### src/rtl/synth_voice.sv
// Single synthesizer voice: phase-accumulator oscillator, noise LFSR and ADSR envelope.
// Produces an offset-binary pcm sample one clock after every sample tick.
module synth_voice #(
    parameter int unsigned SAMPLE_DIV = 256
) (
    input  logic        clk,
    input  logic        rst_n,
    input  logic        gate,
    input  logic [15:0] freq_inc,
    input  logic [1:0]  wave_sel,
    input  logic [7:0]  attack_rate,
    input  logic [7:0]  decay_rate,
    input  logic [7:0]  release_rate,
    input  logic [7:0]  sustain_lvl,
    output logic [15:0] pcm,
    output logic        sample_stb,
    output logic        active
);

    localparam int unsigned DIV_W = (SAMPLE_DIV > 2) ? $clog2(SAMPLE_DIV) : 1;
    localparam logic [DIV_W-1:0] DIV_LAST = DIV_W'(SAMPLE_DIV - 1);
    localparam logic [15:0] LFSR_SEED = 16'hACE1;
    localparam logic [15:0] SILENCE   = 16'h8000;
    localparam logic [15:0] ENV_MAX   = 16'hFFFF;

    typedef enum logic [2:0] {
        ST_IDLE    = 3'd0,
        ST_ATTACK  = 3'd1,
        ST_DECAY   = 3'd2,
        ST_SUSTAIN = 3'd3,
        ST_RELEASE = 3'd4
    } env_state_t;

    logic [DIV_W-1:0] div_q, div_d;
    logic [15:0]      phase_q, phase_d;
    logic [15:0]      lfsr_q, lfsr_d;
    logic [15:0]      env_q, env_d;
    env_state_t       state_q, state_d;
    logic             pend_q, pend_d;
    logic [15:0]      pcm_q, pcm_d;
    logic             stb_q, stb_d;
    logic             active_q, active_d;

    logic               tick;
    logic [16:0]        phase_sum;
    logic               lfsr_fb;
    logic [15:0]        step_a, step_d, step_r, sus_lvl;
    logic [16:0]        atk_sum;
    logic [15:0]        wave;
    logic signed [15:0] samp_s;
    logic signed [16:0] env_s;
    logic signed [31:0] prod;
    logic               unused_prod_lo;

    // Next-state: divider, oscillator, envelope and output sample
    always_comb begin
        div_d    = div_q + DIV_W'(1);
        phase_d  = phase_q;
        lfsr_d   = lfsr_q;
        env_d    = env_q;
        state_d  = state_q;
        pend_d   = 1'b0;
        pcm_d    = pcm_q;
        stb_d    = pend_q;
        active_d = active_q;

        tick      = (div_q == DIV_LAST);
        phase_sum = {1'b0, phase_q} + {1'b0, freq_inc};
        lfsr_fb   = lfsr_q[0] ^ lfsr_q[2] ^ lfsr_q[3] ^ lfsr_q[5];
        step_a    = {attack_rate, 8'h00};
        step_d    = {decay_rate, 8'h00};
        step_r    = {release_rate, 8'h00};
        sus_lvl   = {sustain_lvl, 8'h00};
        atk_sum   = {1'b0, env_q} + {1'b0, step_a};

        if (tick) begin
            div_d   = '0;
            pend_d  = 1'b1;
            phase_d = phase_sum[15:0];
            if (phase_sum[16]) begin
                lfsr_d = {lfsr_fb, lfsr_q[15:1]};
            end
            // Gate transitions take priority and leave env untouched
            unique case (state_q)
                ST_IDLE: begin
                    if (gate) state_d = ST_ATTACK;
                    else      env_d   = '0;
                end
                ST_ATTACK: begin
                    if (!gate) begin
                        state_d = ST_RELEASE;
                    end else if (attack_rate != 8'h00) begin
                        if (atk_sum >= {1'b0, ENV_MAX}) begin
                            env_d   = ENV_MAX;
                            state_d = ST_DECAY;
                        end else begin
                            env_d = atk_sum[15:0];
                        end
                    end
                end
                ST_DECAY: begin
                    if (!gate) begin
                        state_d = ST_RELEASE;
                    end else if (decay_rate != 8'h00) begin
                        if ((env_q <= sus_lvl) || ((env_q - sus_lvl) <= step_d)) begin
                            env_d   = sus_lvl;
                            state_d = ST_SUSTAIN;
                        end else begin
                            env_d = env_q - step_d;
                        end
                    end
                end
                ST_SUSTAIN: begin
                    if (!gate) state_d = ST_RELEASE;
                    else       env_d   = sus_lvl;
                end
                ST_RELEASE: begin
                    if (gate) begin
                        state_d = ST_ATTACK;
                    end else if (release_rate != 8'h00) begin
                        if (env_q <= step_r) begin
                            env_d   = '0;
                            state_d = ST_IDLE;
                        end else begin
                            env_d = env_q - step_r;
                        end
                    end
                end
                default: begin
                    env_d   = '0;
                    state_d = ST_IDLE;
                end
            endcase
        end
        active_d = (state_d != ST_IDLE);

        unique case (wave_sel)
            2'd0:    wave = phase_q;
            2'd1:    wave = phase_q[15] ? 16'h0000 : 16'hFFFF;
            2'd2:    wave = phase_q[15] ? ~{phase_q[14:0], 1'b0} : {phase_q[14:0], 1'b0};
            default: wave = lfsr_q;
        endcase

        // Signed waveform times unsigned envelope; the product always fits 32 bits
        samp_s         = $signed(wave ^ SILENCE);
        env_s          = $signed({1'b0, env_q});
        prod           = 32'(samp_s) * 32'(env_s);
        unused_prod_lo = ^prod[15:0];
        if (pend_q) begin
            pcm_d = prod[31:16] ^ SILENCE;
        end
    end

    always_ff @(posedge clk) begin
        if (!rst_n) begin
            div_q    <= '0;
            phase_q  <= '0;
            lfsr_q   <= LFSR_SEED;
            env_q    <= '0;
            state_q  <= ST_IDLE;
            pend_q   <= 1'b0;
            pcm_q    <= SILENCE;
            stb_q    <= 1'b0;
            active_q <= 1'b0;
        end else begin
            div_q    <= div_d;
            phase_q  <= phase_d;
            lfsr_q   <= lfsr_d;
            env_q    <= env_d;
            state_q  <= state_d;
            pend_q   <= pend_d;
            pcm_q    <= pcm_d;
            stb_q    <= stb_d;
            active_q <= active_d;
        end
    end

    assign pcm        = pcm_q;
    assign sample_stb = stb_q;
    assign active     = active_q;

endmodule

### config.mk
export PLATFORM = sky130hd
export DESIGN_NAME = synth_voice
export DESIGN_NICKNAME = d
export VERILOG_FILES = /design/src/rtl/synth_voice.sv
export SDC_FILE = /design/constraint.sdc
export NUM_CORES = 1
export LEC_CHECK = 0
export CORE_MARGIN = 2
export CORE_UTILIZATION = 45
export DETAILED_ROUTE_END_ITERATION = 16
export MAX_ROUTING_LAYER = met4
export PLACE_DENSITY = 0.65
export SYNTH_ARGS = -nofsm -noshare
export SYNTH_HDL_FRONTEND = slang
export SYNTH_SLANG_ARGS = --single-unit
### constraint.sdc
create_clock -name clk -period 8.15 [get_ports clk]
set_clock_uncertainty 0.1 [all_clocks]
set_input_delay 1.2225 -clock clk [delete_from_list [all_inputs] [get_ports clk]]
set_output_delay 1.2225 -clock clk [all_outputs]
set_load 0.005 [all_outputs]
==> impl_results.html, run 1 <==
<table>
<tr><th>Metric</th><th>Value</th></tr>
<tr><th colspan="2">Hold path</th></tr>
<tr><td>Min-Delay Path Class</td><td>reg2reg</td></tr>
<tr><td>WHS Path Cells</td><td>2</td></tr>
<tr><td>Start point of the worst min-delay path</td><td>pcm[14]$_SDFFE_PN0P_</td></tr>
<tr><th colspan="2">Floorplanning</th></tr>
<tr><td>Die Width</td><td>173 µm</td></tr>
<tr><td>I/O Pins</td><td>a little over 70</td></tr>
<tr><td>Full die area</td><td>between 30000 and 40000 µm²</td></tr>
<tr><td>Effective utilization at floorplan</td><td>between 40 and 50%</td></tr>
<tr><td>Placeable core region</td><td>between 20000 and 30000 µm²</td></tr>
<tr><td>DIE HEIGHT</td><td>about 170 µm</td></tr>
<tr><td>Number of placement rows</td><td>a little over 60</td></tr>
<tr><th colspan="2">Worst setup path</th></tr>
<tr><td>R2r startpoint</td><td>phase_q[15]$_SDFFE_PN0P_</td></tr>
<tr><td>Arrival time at the worst endpoint</td><td>~7.7 ns</td></tr>
<tr><td>Crit path launch</td><td>wave_sel[0]</td></tr>
<tr><td>Worst Path Required</td><td>around 8.3 ns</td></tr>
<tr><td>Crit path launch type</td><td>primary input</td></tr>
<tr><td>Element type at the critical path end</td><td>register</td></tr>
<tr><td>Worst stage delay on the critical path</td><td>about 0.49 ns</td></tr>
<tr><td>Max Fanout on Critical Path</td><td>12</td></tr>
<tr><td>Worst R2R Setup Slack</td><td>1.41 ns</td></tr>
<tr><td>Critical Setup Path Class</td><td>in2reg</td></tr>
<tr><td>Reg2Reg Depth</td><td>29</td></tr>
<tr><td>CP max stage cell</td><td>sky130_fd_sc_hd__fa_1</td></tr>
<tr><td>Cell seen most often among critical-path stages</td><td>sky130_fd_sc_hd__fa_1</td></tr>
<tr><th colspan="2">Power</th></tr>
<tr><td>Static power due to leakage</td><td>between 7 and 8 nW</td></tr>
<tr><td>Switching part of the total</td><td>slightly above 30%</td></tr>
<tr><td>Switching pwr</td><td>roughly 320 µW</td></tr>
<tr><td>Clock group share of total power</td><td>a little over two fifths</td></tr>
<tr><td>Internal power</td><td>between 700 and 800 µW</td></tr>
<tr><td>Power per cell area</td><td>~68 nW/µm²</td></tr>
<tr><td>Worst vdd ir</td><td>around 80 µV</td></tr>
<tr><td>Sequential group share of total power</td><td>34.0%</td></tr>
<tr><td>Portion of total power attributed to combinational logic</td><td>between 20% and 30%</td></tr>
<tr><th colspan="2">Route</th></tr>
<tr><td>DRC errors left</td><td>0</td></tr>
<tr><td>Detailed-router iteration count before antenna repair</td><td>8</td></tr>
<tr><td>Via/cell ratio</td><td>~5.2</td></tr>
<tr><td>DRC violation total after the first TritonRoute iteration</td><td>around 520</td></tr>
<tr><td>Post-DR wirelength/cell</td><td>15.9 µm</td></tr>
<tr><td>Number of routed nets with antenna violations</td><td>0</td></tr>
<tr><td>Total length of routed wires</td><td>between 30 and 40 mm</td></tr>
<tr><td>Detailed-route via count</td><td>10745</td></tr>
<tr><th colspan="2">STA</th></tr>
<tr><td>Tightest Pin Transition</td><td>between 1 and 1.5 ns</td></tr>
<tr><td>Max transition margin</td><td>30.7%</td></tr>
<tr><td>Endpoints failing hold</td><td>0</td></tr>
<tr><td>Final number of setup-violating endpoints</td><td>0</td></tr>
<tr><td>Min Hold Slack</td><td>around 0.35 ns</td></tr>
<tr><td>Final critical-path required period</td><td>between 7 and 8 ns</td></tr>
<tr><td>Fin. max-slew vios</td><td>0</td></tr>
<tr><td>Achievable clock frequency</td><td>133 MHz</td></tr>
<tr><td>Setup repair after global routing missed its margin</td><td>false</td></tr>
<tr><td>Fraction of the cycle the final worst path needs</td><td>92.6%</td></tr>
<tr><th colspan="2">Logic synthesis</th></tr>
<tr><td>Average footprint of a synthesized cell</td><td>8.45 µm²</td></tr>
<tr><td>Ys async rst share</td><td>0%</td></tr>
<tr><td>Predominant post-synthesis flop cell</td><td>sky130_fd_sc_hd__dfxtp_1</td></tr>
<tr><td>Mapped Area</td><td>12900 µm²</td></tr>
<tr><td>Cell types with the largest area share after synthesis</td><td>sky130_fd_sc_hd__fa_1 (24%), sky130_fd_sc_hd__ha_1 (17%), sky130_fd_sc_hd__dfxtp_1 (11%), sky130_fd_sc_hd__inv_1 (7.9%), sky130_fd_sc_hd__nand2_1 (4.7%)</td></tr>
<tr><td>Sequential share of the synthesized area</td><td>11.0%</td></tr>
<tr><td>Cell type with the largest total area after synthesis</td><td>sky130_fd_sc_hd__fa_1</td></tr>
<tr><td>Cells after Synth</td><td>about 1500</td></tr>
<tr><td>Count of synthesis-stage warnings from yosys</td><td>0</td></tr>
<tr><td>Number of distinct library cell variants in the gate-level netlist after synthesis</td><td>about 80</td></tr>
<tr><td>Nets in the synthesized netlist</td><td>roughly 1900</td></tr>
<tr><td>Post-synth top area share</td><td>about a quarter</td></tr>
<tr><td>Count of state elements after synthesis</td><td>71</td></tr>
<tr><td>Number of synthesized flops with an enable pin</td><td>0</td></tr>
<tr><th colspan="2">Global routing</th></tr>
<tr><td>Global-route usage over all layers</td><td>between 20% and 30%</td></tr>
<tr><td>Global-route wire length before repair</td><td>~56 mm</td></tr>
<tr><td>Largest net degree at the start of global routing</td><td>74</td></tr>
<tr><td>Remaining global-route overflow</td><td>0</td></tr>
<tr><td>Number of antenna violations at the first check in global routing</td><td>2</td></tr>
<tr><td>Vias in the first global route</td><td>about 11000</td></tr>
<tr><th colspan="2">Final layout</th></tr>
<tr><td>Post-layout util</td><td>between 50% and 60%</td></tr>
<tr><td>Layout filler cell count</td><td>2692</td></tr>
<tr><td>Area Growth Syn to Fin</td><td>17.7%</td></tr>
<tr><td>Layout cell share with drive strength beyond 1</td><td>a little over a tenth</td></tr>
<tr><td>Number of nets in the layout</td><td>around 2100</td></tr>
<tr><th colspan="2">Clock tree</th></tr>
<tr><td>Number of cells upsized or downsized after cts</td><td>0</td></tr>
<tr><td>Number of hold-repair buffers added at the cts stage</td><td>0</td></tr>
<tr><td>CTS buffer count</td><td>9</td></tr>
<tr><td>Count of H-tree levels built during CTS</td><td>3</td></tr>
<tr><td>Clock tree buffer depth</td><td>2</td></tr>
<tr><td>CTS tree</td><td>yes</td></tr>
<tr><td>CTS root buffer</td><td>sky130_fd_sc_hd__clkbuf_16</td></tr>
<tr><td>Clk_lat worst skew</td><td>between 0.3 and 0.4 ns</td></tr>
<tr><td>Post-CTS setup buffer count</td><td>0</td></tr>
<tr><td>Post-CTS clock slew at the launch and capture registers of the worst setup and hold paths</td><td>0.07 ns</td></tr>
<tr><td># clock sinks</td><td>71</td></tr>
<tr><th colspan="2">Outcome</th></tr>
<tr><td>Run status</td><td>finished, final reports clean</td></tr>
<tr><th colspan="2">Place</th></tr>
<tr><td>Number of port buffers</td><td>70</td></tr>
<tr><td>Global placement routability congestion</td><td>between 0.8 and 0.9</td></tr>
<tr><td>Half-perimeter wire length after placement</td><td>between 20 and 30 mm</td></tr>
<tr><th colspan="2">Run</th></tr>
<tr><td>Max capacitance violation total</td><td>0</td></tr>
</table>
==> cell type report <==
class	count	area (µm²)	area share (%)
diodes	1	2.50	0.0165
clock buffers	9	225	1.48
clock inverters	7	85.1	0.560
inverters	273	1020	6.75
multi-input cells	1128	10300	67.5
flip-flops and latches	71	1420	9.36
well taps	384	480	3.16
repair buffers	201	1700	11.2
==> registers in the layout, summed over array words and instances (netlist names) <==
signal	cells
phase_q	16
pcm	16
lfsr_q	16
state_q	3
active	1
sample_stb	1
div_q	8
env_q	9
pend_q	1
==> logic make-up (layout without fill, tap and decap cells) <==
kind of cell / Yosys count / after routing / synth area share (%)
XOR/XNOR: 76 / 76 / 5.21
buffers and inverters: 328 / 490 / 9.65
flip-flops: 71 / 71 / 11.0
other: 0 / 1 / 0
adder cells (fa/ha/maj): 331 / 331 / 41.2
AND/OR/NAND/NOR: 422 / 422 / 16.4
AO/OA/AOI/OAI: 267 / 267 / 13.9
multiplexers: 32 / 32 / 2.60
==> cell usage in the layout (no fill, tap or decap), drive strengths merged, types with 43 or more instances in the layout <==
cell type / instances
inv: 277
ha: 173
nand2: 162
fa: 157
buf: 132
and2: 85
dfxtp: 71
clkdlybuf4s50: 67
a21oi: 64
o21ai: 64
xnor2: 43
==> critical path, delay by kind of cell <==
| family | cells | cell delay (ns) |
|---|---|---|
| adder cells (fa/ha/maj) | 7 | 3.00 |
| AO/OA/AOI/OAI | 10 | 1.61 |
| AND/OR/NAND/NOR | 5 | 1.00 |
| buffers and inverters | 8 | 0.90 |
==> metal layers <==
layer	track usage (%)	routed length, µm	up-vias
met4	6.07	711	0
met1	30.3	15500	5186
li1	-	-	5297
met2	40.1	15800	216
met5	-	0	-
met3	2.17	1130	46
==> path summary, 6_finish.rpt <==
path                          end
max           pcm[7]$_SDFFE_PN0P_
max reg2reg   pcm[7]$_SDFFE_PN0P_
min reg2reg  pcm[14]$_SDFFE_PN0P_
min          pcm[14]$_SDFFE_PN0P_
==> synth_stat cells (5+ instances only) <==
cell	number
sky130_fd_sc_hd__inv_1	272
sky130_fd_sc_hd__ha_1	173
sky130_fd_sc_hd__nand2_1	162
sky130_fd_sc_hd__fa_1	157
sky130_fd_sc_hd__and2_1	83
sky130_fd_sc_hd__dfxtp_1	71
sky130_fd_sc_hd__a21oi_1	60
sky130_fd_sc_hd__clkbuf_1	44
sky130_fd_sc_hd__o21ai_0	43
sky130_fd_sc_hd__xnor2_1	43
sky130_fd_sc_hd__nor2_1	40
sky130_fd_sc_hd__a21o_1	36
sky130_fd_sc_hd__xor2_1	32
sky130_fd_sc_hd__mux2i_1	29
sky130_fd_sc_hd__nand3_1	29
sky130_fd_sc_hd__nor2b_1	29
sky130_fd_sc_hd__o21ai_1	18
sky130_fd_sc_hd__o22ai_1	15
sky130_fd_sc_hd__nor3_1	12
sky130_fd_sc_hd__and3_1	11
sky130_fd_sc_hd__o21bai_1	11
sky130_fd_sc_hd__a31oi_1	10
sky130_fd_sc_hd__nand2b_1	10
sky130_fd_sc_hd__nand4_1	9
sky130_fd_sc_hd__o21a_1	8
sky130_fd_sc_hd__a21boi_0	7
sky130_fd_sc_hd__nor4_1	6
sky130_fd_sc_hd__or2_2	6
sky130_fd_sc_hd__a21boi_1	5
sky130_fd_sc_hd__buf_1	5
==> per-stage QoR <==
| stage | setup slack, ns | total power, mW | setup TNS (ns) | instance area [µm²] | cells |
|---|---|---|---|---|---|
| after detailed placement | -0.340 | 0.596 | -3.17 | 14900 | 2057 |
| final | 0.605 | 1.03 | 0 | 15200 | 2074 |
| after global routing | 0.180 | 1.07 | 0 | 15200 | 2074 |
| after floorplan | 0.273 | 0.493 | 0 | 12900 | 1527 |
| after global placement | -0.268 | 0.592 | -2.24 | 14900 | 2057 |
| after CTS | 0.00570 | 1.03 | 0 | 15200 | 2073 |
==> power by group through the flow <==
stage               clock (mW)  sequential, mW  combinational (mW)
global route             0.456           0.349               0.269
global placement             0           0.357               0.235
CTS                      0.444           0.349               0.241
finish                   0.436           0.349               0.241
detailed placement           0           0.357               0.239
floorplan                    0           0.357               0.136
Note: power is estimated with default switching activity, not from simulation.
==> inputs of run 2 (changes only) <==
--- a/config.mk
+++ b/config.mk
@@ -8,7 +8,6 @@
 export CORE_MARGIN = 2
 export CORE_UTILIZATION = 45
 export DETAILED_ROUTE_END_ITERATION = 16
-export MAX_ROUTING_LAYER = met4
 export PLACE_DENSITY = 0.65
 export SYNTH_ARGS = -nofsm -noshare
 export SYNTH_HDL_FRONTEND = slang
==> run 2 against run 1 <==
- combinational power is essentially flat
- fmax shrank 1.4%
- worst hold slack gained 0.0060 ns
- cell count is the same
- clock power shrank 7.1%
- cell area shrank 0.19%
- worst setup slack lost 0.11 ns
- critical path depth shrank 1
- largest cell class unchanged
- largest power group unchanged
- highest routed layer is now met5
==> impl_results.html, run 2 (synthesis gave the netlist of run 1 again) <==
<table>
<tr><th>Metric</th><th>Value</th></tr>
<tr><th colspan="2">Run</th></tr>
<tr><td>Max capacitance violation total</td><td>0 (unchanged)</td></tr>
<tr><th colspan="2">Worst setup path</th></tr>
<tr><td>Element type at the critical path end</td><td>register (unchanged)</td></tr>
<tr><td>Crit path launch type</td><td>primary input (unchanged)</td></tr>
<tr><td>Buf/Inv on CP</td><td>10 (was 8)</td></tr>
<tr><td>Worst stage delay on the critical path</td><td>0.56 ns (was 0.49 ns)</td></tr>
<tr><td>CP delay by family, top</td><td>adder cells (unchanged)</td></tr>
<tr><td>Worst Path Required</td><td>8.28 ns (was 8.34 ns)</td></tr>
<tr><td>CP max stage cell</td><td>sky130_fd_sc_hd__fa_1 (unchanged)</td></tr>
<tr><td>Arrival time at the worst endpoint</td><td>7.78 ns (was 7.73 ns)</td></tr>
<tr><td>CP Depth</td><td>29 (was 30)</td></tr>
<tr><td>Reg2Reg Depth</td><td>29 (unchanged)</td></tr>
<tr><td>Max Fanout on Critical Path</td><td>10 (was 12)</td></tr>
<tr><td>Critical Setup Path Class</td><td>in2reg (unchanged)</td></tr>
<tr><th colspan="2">Global routing</th></tr>
<tr><td>Vias in the first global route</td><td>11230 (was 11029)</td></tr>
<tr><td>Remaining global-route overflow</td><td>0 (unchanged)</td></tr>
<tr><td>Global-route wire length before repair</td><td>55.1 mm (was 55.6 mm)</td></tr>
<tr><td>Largest net degree at the start of global routing</td><td>74 (unchanged)</td></tr>
<tr><td>Global-route usage over all layers</td><td>22.7% (was 23.6%)</td></tr>
<tr><td>Number of antenna violations at the first check in global routing</td><td>1 (was 2)</td></tr>
<tr><th colspan="2">Clock tree</th></tr>
<tr><td>CTS tree</td><td>yes (unchanged)</td></tr>
<tr><td>Post-CTS clock slew at the launch and capture registers of the worst setup and hold paths</td><td>0.07 ns (about the same)</td></tr>
<tr><td>Clock tree buffer depth</td><td>2 (unchanged)</td></tr>
<tr><td># clock sinks</td><td>71 (unchanged)</td></tr>
<tr><td>CTS root buffer</td><td>sky130_fd_sc_hd__clkbuf_16 (unchanged)</td></tr>
<tr><td>CTS buffer count</td><td>9 (unchanged)</td></tr>
<tr><td>Count of H-tree levels built during CTS</td><td>3 (unchanged)</td></tr>
<tr><td>Post-CTS setup buffer count</td><td>0 (unchanged)</td></tr>
<tr><td>Clk_lat worst skew</td><td>0.37 ns (about the same)</td></tr>
<tr><th colspan="2">Route</th></tr>
<tr><td>DRC violation total after the first TritonRoute iteration</td><td>543 (was 521)</td></tr>
<tr><td>DRC errors left</td><td>0 (unchanged)</td></tr>
<tr><td>Via/cell ratio</td><td>5.20 (was 5.18)</td></tr>
<tr><td>Detailed-router iteration count before antenna repair</td><td>5 (was 8)</td></tr>
<tr><td>Total length of routed wires</td><td>32.9 mm (was 33.1 mm)</td></tr>
<tr><td>Detailed-route via count</td><td>10785 (was 10745)</td></tr>
<tr><td>Number of routed nets with antenna violations</td><td>0 (unchanged)</td></tr>
<tr><td>Post-DR wirelength/cell</td><td>15.9 µm (about the same)</td></tr>
<tr><th colspan="2">STA</th></tr>
<tr><td>Final number of setup-violating endpoints</td><td>0 (unchanged)</td></tr>
<tr><td>Endpoints failing hold</td><td>0 (unchanged)</td></tr>
<tr><td>Post-route setup TNS</td><td>0 ns (unchanged)</td></tr>
<tr><td>Tightest Pin Transition</td><td>1.04 ns (about the same)</td></tr>
<tr><td>Setup repair after global routing missed its margin</td><td>false (unchanged)</td></tr>
<tr><td>Min Hold Slack</td><td>0.355 ns (was 0.349 ns)</td></tr>
<tr><td>Final critical-path required period</td><td>7.65 ns (was 7.55 ns)</td></tr>
<tr><td>Fin. max-slew vios</td><td>0 (unchanged)</td></tr>
<tr><td>Achievable clock frequency</td><td>131 MHz (was 133 MHz)</td></tr>
<tr><td>Max transition margin</td><td>30.3% (was 30.7%)</td></tr>
<tr><td>Fraction of the cycle the final worst path needs</td><td>93.9% (was 92.6%)</td></tr>
<tr><th colspan="2">Place</th></tr>
<tr><td>Half-perimeter wire length after placement</td><td>27.2 mm (was 27.3 mm)</td></tr>
<tr><td>Number of port buffers</td><td>70 (unchanged)</td></tr>
<tr><td>Global placement routability congestion</td><td>0.895 (was 0.889)</td></tr>
<tr><th colspan="2">Power</th></tr>
<tr><td>Worst vdd ir</td><td>89.2 µV (was 80.4 µV)</td></tr>
<tr><td>Static power due to leakage</td><td>7.59 nW (was 7.60 nW)</td></tr>
<tr><td>Power per cell area</td><td>65.7 nW/µm² (was 67.5 nW/µm²)</td></tr>
<tr><th colspan="2">Final layout</th></tr>
<tr><td>Sequential cell area</td><td>1420 µm² (unchanged)</td></tr>
<tr><td>Area Growth Syn to Fin</td><td>17.5% (was 17.7%)</td></tr>
<tr><td>Number of nets in the layout</td><td>2068 (was 2067)</td></tr>
<tr><td>Layout cell share with drive strength beyond 1</td><td>10.9% (about the same)</td></tr>
<tr><td>Layout filler cell count</td><td>2704 (was 2692)</td></tr>
<tr><td>Antenna diode instance count</td><td>0 (was 1)</td></tr>
<tr><td>Combined area of the multi-input logic cells</td><td>10300 µm² (unchanged)</td></tr>
<tr><td>Most common library cell in the layout ignoring fill and taps</td><td>sky130_fd_sc_hd__inv_1 (unchanged)</td></tr>
<tr><td>Most frequent cells in the layout</td><td>sky130_fd_sc_hd__inv_1 (271), sky130_fd_sc_hd__ha_1 (173), sky130_fd_sc_hd__nand2_1 (162), sky130_fd_sc_hd__fa_1 (157), sky130_fd_sc_hd__buf_4 (132) (was sky130_fd_sc_hd__inv_1 (271), sky130_fd_sc_hd__ha_1 (173), sky130_fd_sc_hd__nand2_1 (162), sky130_fd_sc_hd__fa_1 (157), sky130_fd_sc_hd__buf_4 (130))</td></tr>
<tr><th colspan="2">Floorplanning</th></tr>
<tr><td>DIE HEIGHT</td><td>173 µm (unchanged)</td></tr>
<tr><td>Placeable core region</td><td>28500 µm² (unchanged)</td></tr>
<tr><td>Effective utilization at floorplan</td><td>45.3% (unchanged)</td></tr>
<tr><td>I/O Pins</td><td>71 (unchanged)</td></tr>
<tr><td>Full die area</td><td>30100 µm² (unchanged)</td></tr>
<tr><td>Number of placement rows</td><td>62 (unchanged)</td></tr>
<tr><td>Die Width</td><td>173 µm (unchanged)</td></tr>
<tr><th colspan="2">Hold path</th></tr>
<tr><td>Min-Delay Path Class</td><td>reg2reg (unchanged)</td></tr>
<tr><td>WHS Path Cells</td><td>2 (unchanged)</td></tr>
<tr><th colspan="2">Outcome</th></tr>
<tr><td>Run status</td><td>finished, final reports clean (unchanged)</td></tr>
</table>
## run 2: changes by cell type in the layout (fill, tap and decap cells not counted), sizes merged
| cell | previous run | this run |
|---|---|---|
| bufinv | 1 | 0 |
| clkinvlp | 0 | 1 |
| diode | 1 | 0 |
| clkbuf | 9 | 10 |
| buf | 132 | 133 |
| clkinv | 2 | 1 |
## run 2: tightest hold or removal path: cells and delay by family, from the launching register on
family	cells	cell delay, ns
AND/OR/NAND/NOR	1	0.05
AO/OA/AOI/OAI	1	0.05
flip-flops	1	0.31
## run 2: routing by layer
metal,GRT usage [%],part of all wire (%),vias up
li1,-,-,5299
met2,40.0,48,196
met5,0,0.040,-
met4,6.71,2.3,2
met1,29.1,46,5241
met3,2.79,3.5,47
## run 2: cell type report
type,count,share of cell area [%]
inverter,273,6.76
clock inverter,6,0.330
tap,384,3.17
multi-input combinational,1128,67.6
clock buffer,10,1.58
sequential,71,9.37
timing repair buffer,202,11.2
## run 2: power breakdown
group | switching, mW | leakage (nW) | total (mW) | internal (mW)
Sequential | 0.00112 | 0.573 | 0.349 | 0.348
Clock | 0.185 | 0.142 | 0.405 | 0.220
Combinational | 0.127 | 6.88 | 0.241 | 0.114
Total | 0.314 | 7.59 | 0.995 | 0.682
## run 2: timing repair
| item | CTS | global route |
|---|---|---|
| pin swaps | 0 | 1 |
| setup endpoints to repair | 7 | 12 |
| gates resized for setup | 1 | 6 |
| hold buffers | 0 | 0 |
## run 2: final timing paths
check	startpoint	to	slack, ns
max	wave_sel[0]	pcm[6]$_SDFFE_PN0P_	0.50
min	pcm[14]$_SDFFE_PN0P_	pcm[14]$_SDFFE_PN0P_	0.36
max reg2reg	phase_q[15]$_SDFFE_PN0P_	pcm[6]$_SDFFE_PN0P_	1.28
min reg2reg	pcm[14]$_SDFFE_PN0P_	pcm[14]$_SDFFE_PN0P_	0.36
## run 2: metrics by stage
stage | util, % | std cells | setup slack (ns) | instance area (µm²) | total power, mW
6_report | 53.3 | 2074 | 0.496 | 15200 | 0.995
5_1_grt | 53.3 | 2074 | 0.0247 | 15200 | 1.05
2_1_floorplan | - | 1527 | 0.273 | 12900 | 0.493
3_5_place_dp | 52.2 | 2058 | -0.445 | 14900 | 0.596
3_3_place_gp | 52.2 | 2058 | -0.270 | 14900 | 0.590
4_1_cts | 53.2 | 2074 | 0.0284 | 15100 | 1.01
